## config.mk

```make
export PLATFORM = sky130hd
export DESIGN_NAME = spike_window_decoder
export DESIGN_NICKNAME = d
export VERILOG_FILES = /design/src/rtl/spike_window_decoder.sv
export SDC_FILE = /design/constraint.sdc
export NUM_CORES = 1
export LEC_CHECK = 0
export ABC_AREA = 1
export CAP_MARGIN = 20
export CORE_MARGIN = 3
export CORE_UTILIZATION = 29
export CTS_CLUSTER_SIZE = 24
export DETAILED_ROUTE_END_ITERATION = 8
export SETUP_SLACK_MARGIN = 0.3
export SLEW_MARGIN = 20
export SYNTH_ARGS = -nofsm -noshare
export SYNTH_HDL_FRONTEND = slang
export SYNTH_SLANG_ARGS = --single-unit
```

## constraint.sdc

```tcl
create_clock -name clk -period 3.4 [get_ports clk]
set_input_delay 0.34 -clock clk [delete_from_list [all_inputs] [get_ports clk]]
set_output_delay 0.34 -clock clk [all_outputs]
set_load 0.03 [all_outputs]
```

## src/rtl/spike_window_decoder.sv

```systemverilog
// Counts spikes over back-to-back programmable windows and emits one saturating rate per window.
// The result appears the cycle after a window ends; if the output register is still full and not taken, the result is dropped and overrun sticks.
module spike_window_decoder #(
  parameter int CNT_W       = 8,
  parameter int WIN_W       = 10,
  parameter int COUNT_EDGES = 0
) (
  input  logic             clk,
  input  logic             rst_n,
  input  logic             en,
  input  logic [WIN_W-1:0] window_len,
  input  logic             spike,
  output logic [CNT_W-1:0] rate_data,
  output logic             rate_valid,
  input  logic             rate_ready,
  output logic             overrun,
  output logic             busy
);

  typedef enum logic {IDLE, RUN} state_t;

  localparam logic [WIN_W-1:0] WIN_ONE = WIN_W'(1);
  localparam logic [CNT_W-1:0] CNT_MAX = '1;

  state_t           state, state_nxt;
  logic [CNT_W-1:0] count, count_nxt, cnt_sat;
  logic [CNT_W:0]   sum;
  logic [WIN_W-1:0] timer, timer_nxt, len_q, len_nxt, len_eff;
  logic             spike_d, inc, win_end, xfer, load;

  assign inc     = (COUNT_EDGES != 0) ? (spike & ~spike_d) : spike;
  assign sum     = {1'b0, count} + {{CNT_W{1'b0}}, inc};
  assign cnt_sat = sum[CNT_W] ? CNT_MAX : sum[CNT_W-1:0];
  assign len_eff = (window_len == '0) ? WIN_ONE : window_len;
  assign xfer    = rate_valid & rate_ready;
  // A completed window can load only into an empty register or one being drained this edge.
  assign load    = win_end & (~rate_valid | xfer);
  assign busy    = (state == RUN);

  always_comb begin
    state_nxt = state;
    count_nxt = '0;
    timer_nxt = '0;
    len_nxt   = len_q;
    win_end   = 1'b0;
    case (state)
      IDLE: begin
        if (en) begin
          state_nxt = RUN;
          len_nxt   = len_eff;
        end
      end
      RUN: begin
        if (!en) begin
          state_nxt = IDLE;
        end else if (timer == len_q - WIN_ONE) begin
          win_end = 1'b1;
          len_nxt = len_eff;
        end else begin
          count_nxt = cnt_sat;
          timer_nxt = timer + WIN_ONE;
        end
      end
      default: state_nxt = IDLE;
    endcase
  end

  always_ff @(posedge clk) begin
    if (!rst_n) begin
      state      <= IDLE;
      count      <= '0;
      timer      <= '0;
      len_q      <= WIN_ONE;
      spike_d    <= 1'b0;
      rate_data  <= '0;
      rate_valid <= 1'b0;
      overrun    <= 1'b0;
    end else begin
      state   <= state_nxt;
      count   <= count_nxt;
      timer   <= timer_nxt;
      len_q   <= len_nxt;
      spike_d <= spike;
      if (load) begin
        rate_data  <= cnt_sat;
        rate_valid <= 1'b1;
      end else if (xfer) begin
        rate_valid <= 1'b0;
      end
      if (win_end && !load) begin
        overrun <= 1'b1;
      end
    end
  end

endmodule

```

==> results by stage <==
Critical path:
- The classification of the worst setup path is flip-flop to flip-flop.
- Traced cell by cell, the critical path runs through inv_2 > ha_1 > nand2_2 > nor2_2 > nand2_1 > nand2_1 > nand2_1 > nor2_2 > nand3_2 > nor2_4 > nand4_4 > nor2_1 > nor2_1.
- The critical path capture point type is a flip-flop.
- Following the worst setup path forward leads to its endpoint at rate_data[3].
- The launching point of the worst reg2reg path is len_q[0].
- In this run the register-to-register setup slack is 1310 ps.
- On the critical path, the stage with the largest delay is an instance of sky130_fd_sc_hd__dfxtp_1.
- Data arrives at the worst endpoint at 2280 ps.
- In this run the worst setup path begins at len_q[0].
- The critical-path maximum fanout is 17.
- The sort of element at the start of the critical path is a flip-flop.
- The required time of the critical path is 3590 ps.
- Broken down by cell family, the worst path's largest delay share belongs to simple AND/OR/NAND/NOR gates.
- Together, buffers and inverters on the worst path number 1.
- The endpoint identified for the worst register-to-register timing path is rate_data[3].
- The worst register-to-register path has a depth of 13.
- Counting stages on the worst path, the most repeated cell is sky130_fd_sc_hd__nand2_1.
- The largest single stage delay on the critical path is 340 ps.
- The logic depth of the worst path, buffers included is 13.

Final layout:
- The finished cells cover 2620 um^2.
- The number of nets in the final layout is 376.
- The area growth from synthesis to layout is 20.0%.
- The area of combinational cells with multiple inputs is 1180 um^2.
- The number of antenna cells inserted is 0.
- The non-filler instance count after layout is 453.
- The final-layout fill cell count is 775.
- In the final layout, flip-flops and latches occupy 781 um^2.
- The layout cell share with drive strength beyond 1 is 8.40%.

Yosys:
- The number of instances in the synthesized netlist is 330.
- The portion of the post-synthesis area used by sequential elements is 35.8%.
- Dividing the synthesized area by the synthesized cell count gives 6.61 um^2.
- In this run the cell area of the synthesized design comes to 2180 um^2.
- The distinct cell type count after synthesis is 29.
- The number of flip-flops and latches in the synthesized netlist is 39.
- The commonest register cell after synthesis is sky130_fd_sc_hd__dfxtp_1.
- The post-synthesis async set-or-reset flop share is 0%.
- The count of flip-flops with a built-in enable after synthesis is 0.
- Yosys printed 0 warnings.
- The net count of the mapped netlist is 349.

Floorplan:
- The initial utilization of the core area, before any placement, comes to 30.9%.
- The die area is 8600 um^2.
- In this run the standard cell core region covers 7060 um^2.
- The die is 92.7 um tall.
- In this run the core area contains 30 standard-cell rows.
- The number of placed I/O pins is 26.
- The floorplan step set the die width to 92.7 um.

Clock network:
- Once the clock tree was built, the resizer swapped 0 gates to a different size.
- The cell at the root of the clock tree is sky130_fd_sc_hd__clkbuf_8.
- The largest buffer count on any clock path is 2.
- The clock latency on the worst-skew pair is 290 ps.
- In this run, post-CTS hold repair placed 0 buffers.
- Clock-pin slew was measured on the worst setup and hold paths at 80 ps.
- The number of setup buffers added after CTS is 0.
- TritonCTS built the clock tree.
- The count of clock tree sinks is 39.
- The number of buffers added by the clock tree synthesis step is 5.
- The number of H-tree levels is 2.

Timing:
- The setup total negative slack is 0 ps.
- The number of setup violations in the final report is 0.
- The slew of the pin with the lowest slew margin is 545 ps.
- Setup repair after global routing left no endpoint under its margin.
- For the final database, setup skew stands at 7.28 ps.
- Final hold analysis gives a worst-case slack of 450 ps.
- After layout, the worst path uses 61.4% of the clock period.
- The final critical-path required period is 2090 ps.
- The tightest slew margin relative to the limit is 63.5%.
- The total count of max-transition violations in the final report came to 0.
- The number of hold violations in the final report came to 0.
- For this run, the top clock speed supported by timing is 0.479 GHz.

Global routing:
- The number of global-route vias before repair came to 1891.
- The first global-routing pass estimated 8.34 mm of wire.
- The initial antenna violation count is 0.
- The total overflow reported by the global router is 0.
- The largest net degree at the start of global routing is 21.
- The overall routing resource usage is 11.7%.

Placement:
- The final weighted congestion of routability-driven global placement is 0.823.
- After detailed placement, the design holds a cell count of 446.
- The placed instances occupy a cell area of 2510 um^2.
- In this run the tool buffered the top-level ports with 25 buffer cells.
- Summed over all nets, the half-perimeter wirelength after detailed placement is 3.61 mm.

Detailed routing:
- The number of remaining DRC errors is 0.
- The routed via count is 1994.
- After detailed routing, the average wire length per cell comes to 10.3 um.
- The vias per cell is 4.40.
- The first-pass detailed-route iteration total is 4.
- The remaining antenna violation count is 0.
- In this run, the number of DRC markers left after iteration 0 of detailed routing was 63.
- The routed design has 4.65 mm of wire.

Power and ir drop:
- Across the VDD grid, the largest voltage drop is 0.149 mV.
- For this design the ratio of total power to cell area is 390 nW/um^2.
- Overall power consumption after layout is estimated at 0.00102 W.
- The analysis attributes to cell leakage a power of 1.20 nW.

Hold path:
- The path class of the tightest hold or removal check is flip-flop to flip-flop.

Run:
- Max-cap violations in this run came to 0.

Run status:
- The run finished with clean final reports.
-- where the power goes --
group / internal, W / switching (W)
clock network: 0.000215 / 0.000162
registers: 0.000469 / 0.0000151
logic: 0.0000640 / 0.0000950
total: 0.000748 / 0.000272
-- synthesized netlist by cell type (2+ instances only) --
library cell               instances  area [um^2]
sky130_fd_sc_hd__a21oi_1           9         45.0
sky130_fd_sc_hd__a31oi_1           4         25.0
sky130_fd_sc_hd__buf_2             2         10.0
sky130_fd_sc_hd__buf_6             2         22.5
sky130_fd_sc_hd__dfxtp_1          39          781
sky130_fd_sc_hd__ha_1              4         50.1
sky130_fd_sc_hd__inv_1            45          169
sky130_fd_sc_hd__inv_2             3         11.3
sky130_fd_sc_hd__nand2_1          80          300
sky130_fd_sc_hd__nand2_2           4         25.0
sky130_fd_sc_hd__nand2_4           2         22.5
sky130_fd_sc_hd__nand3_1          29          145
sky130_fd_sc_hd__nand3_2           4         40.0
sky130_fd_sc_hd__nand3b_1          2         15.0
sky130_fd_sc_hd__nand4_1           3         18.8
sky130_fd_sc_hd__nor2_1           66          248
sky130_fd_sc_hd__nor2_2            4         25.0
sky130_fd_sc_hd__nor2_4            3         33.8
sky130_fd_sc_hd__nor3_1            2         10.0
sky130_fd_sc_hd__nor4_1            2         12.5
sky130_fd_sc_hd__o21ai_0           3         15.0
sky130_fd_sc_hd__or2_2             2         12.5
sky130_fd_sc_hd__xor2_1           10         87.6
-- registers in the layout, summed over array words and instances, names as in the netlist --
name,flops
len_q,10
count,8
rate_data,8
busy,1
overrun,1
rate_valid,1
timer,10
-- metal layers --
layer / up-vias / part of all wire [%] / track usage, %
met3: 9 / 4.1 / 3.57
met4: 0 / 1.1 / 3.66
met1: 885 / 48 / 15.1
li1: 1072 / - / -
met2: 28 / 47 / 18.9
met5: - / 0 / 0
-- final cells by class --
type | count | share of cell area, %
repair buffers | 26 | 9.85
multi-input cells | 237 | 44.9
flip-flops and latches | 39 | 29.8
well taps | 96 | 4.59
clock inverters | 1 | 1.15
clock buffers | 6 | 2.77
inverters | 48 | 6.88
-- cell families (layout without fill, tap and decap cells) --
family,count (synthesis),in the layout,synth area share (%)
simple gates,204,204,42.6
flops,39,39,35.8
fa+ha+maj,4,4,2.29
xor+xnor,11,11,4.42
compound gates,18,18,4.59
buf+inv,54,81,10.3
-- metrics by stage --
step | worst slack [ps] | util [%]
after floorplan | 1570 | -
after global placement | 1100 | 35.6
after detailed placement | 1050 | 35.6
after CTS | 1290 | 37.1
after global routing | 1010 | 37.1
final | 1310 | 37.1
-- worst min-delay path by stage --
| stage | startpoint | end | slack [ps] | cells after the start |
|---|---|---|---|---|
| floorplan | timer[0] | timer[0] | 440 | 1 |
| finish | overrun | overrun | 450 | 2 |
| CTS | overrun | overrun | 450 | 2 |
| global route | overrun | overrun | 490 | 2 |
| global placement | overrun | overrun | 440 | 2 |
| detailed placement | overrun | overrun | 440 | 2 |
-- tightest hold or removal path, delay by kind of cell, from the launching register on --
| kind | cells | cell delay (ps) |
|---|---|---|
| AO/OA/AOI/OAI | 1 | 50 |
| buffers and inverters | 1 | 50 |
| flip-flops | 1 | 320 |
-- placed cells by master (no fill, tap or decap), types with 2 or more instances in the layout --
| cell | count |
|---|---|
| sky130_fd_sc_hd__a21oi_1 | 9 |
| sky130_fd_sc_hd__a31oi_1 | 4 |
| sky130_fd_sc_hd__clkbuf_8 | 5 |
| sky130_fd_sc_hd__clkdlybuf4s50_1 | 25 |
| sky130_fd_sc_hd__dfxtp_1 | 39 |
| sky130_fd_sc_hd__ha_1 | 4 |
| sky130_fd_sc_hd__inv_1 | 45 |
| sky130_fd_sc_hd__inv_2 | 3 |
| sky130_fd_sc_hd__nand2_1 | 80 |
| sky130_fd_sc_hd__nand2_2 | 4 |
| sky130_fd_sc_hd__nand2_4 | 2 |
| sky130_fd_sc_hd__nand3_1 | 29 |
| sky130_fd_sc_hd__nand3_2 | 4 |
| sky130_fd_sc_hd__nand3b_1 | 2 |
| sky130_fd_sc_hd__nand4_1 | 3 |
| sky130_fd_sc_hd__nor2_1 | 66 |
| sky130_fd_sc_hd__nor2_2 | 4 |
| sky130_fd_sc_hd__nor2_4 | 3 |
| sky130_fd_sc_hd__nor3_1 | 2 |
| sky130_fd_sc_hd__nor4_1 | 2 |
| sky130_fd_sc_hd__o21ai_0 | 3 |
| sky130_fd_sc_hd__or2_2 | 2 |
| sky130_fd_sc_hd__xor2_1 | 10 |
No activity file was read; power rests on OpenSTA's default activity.
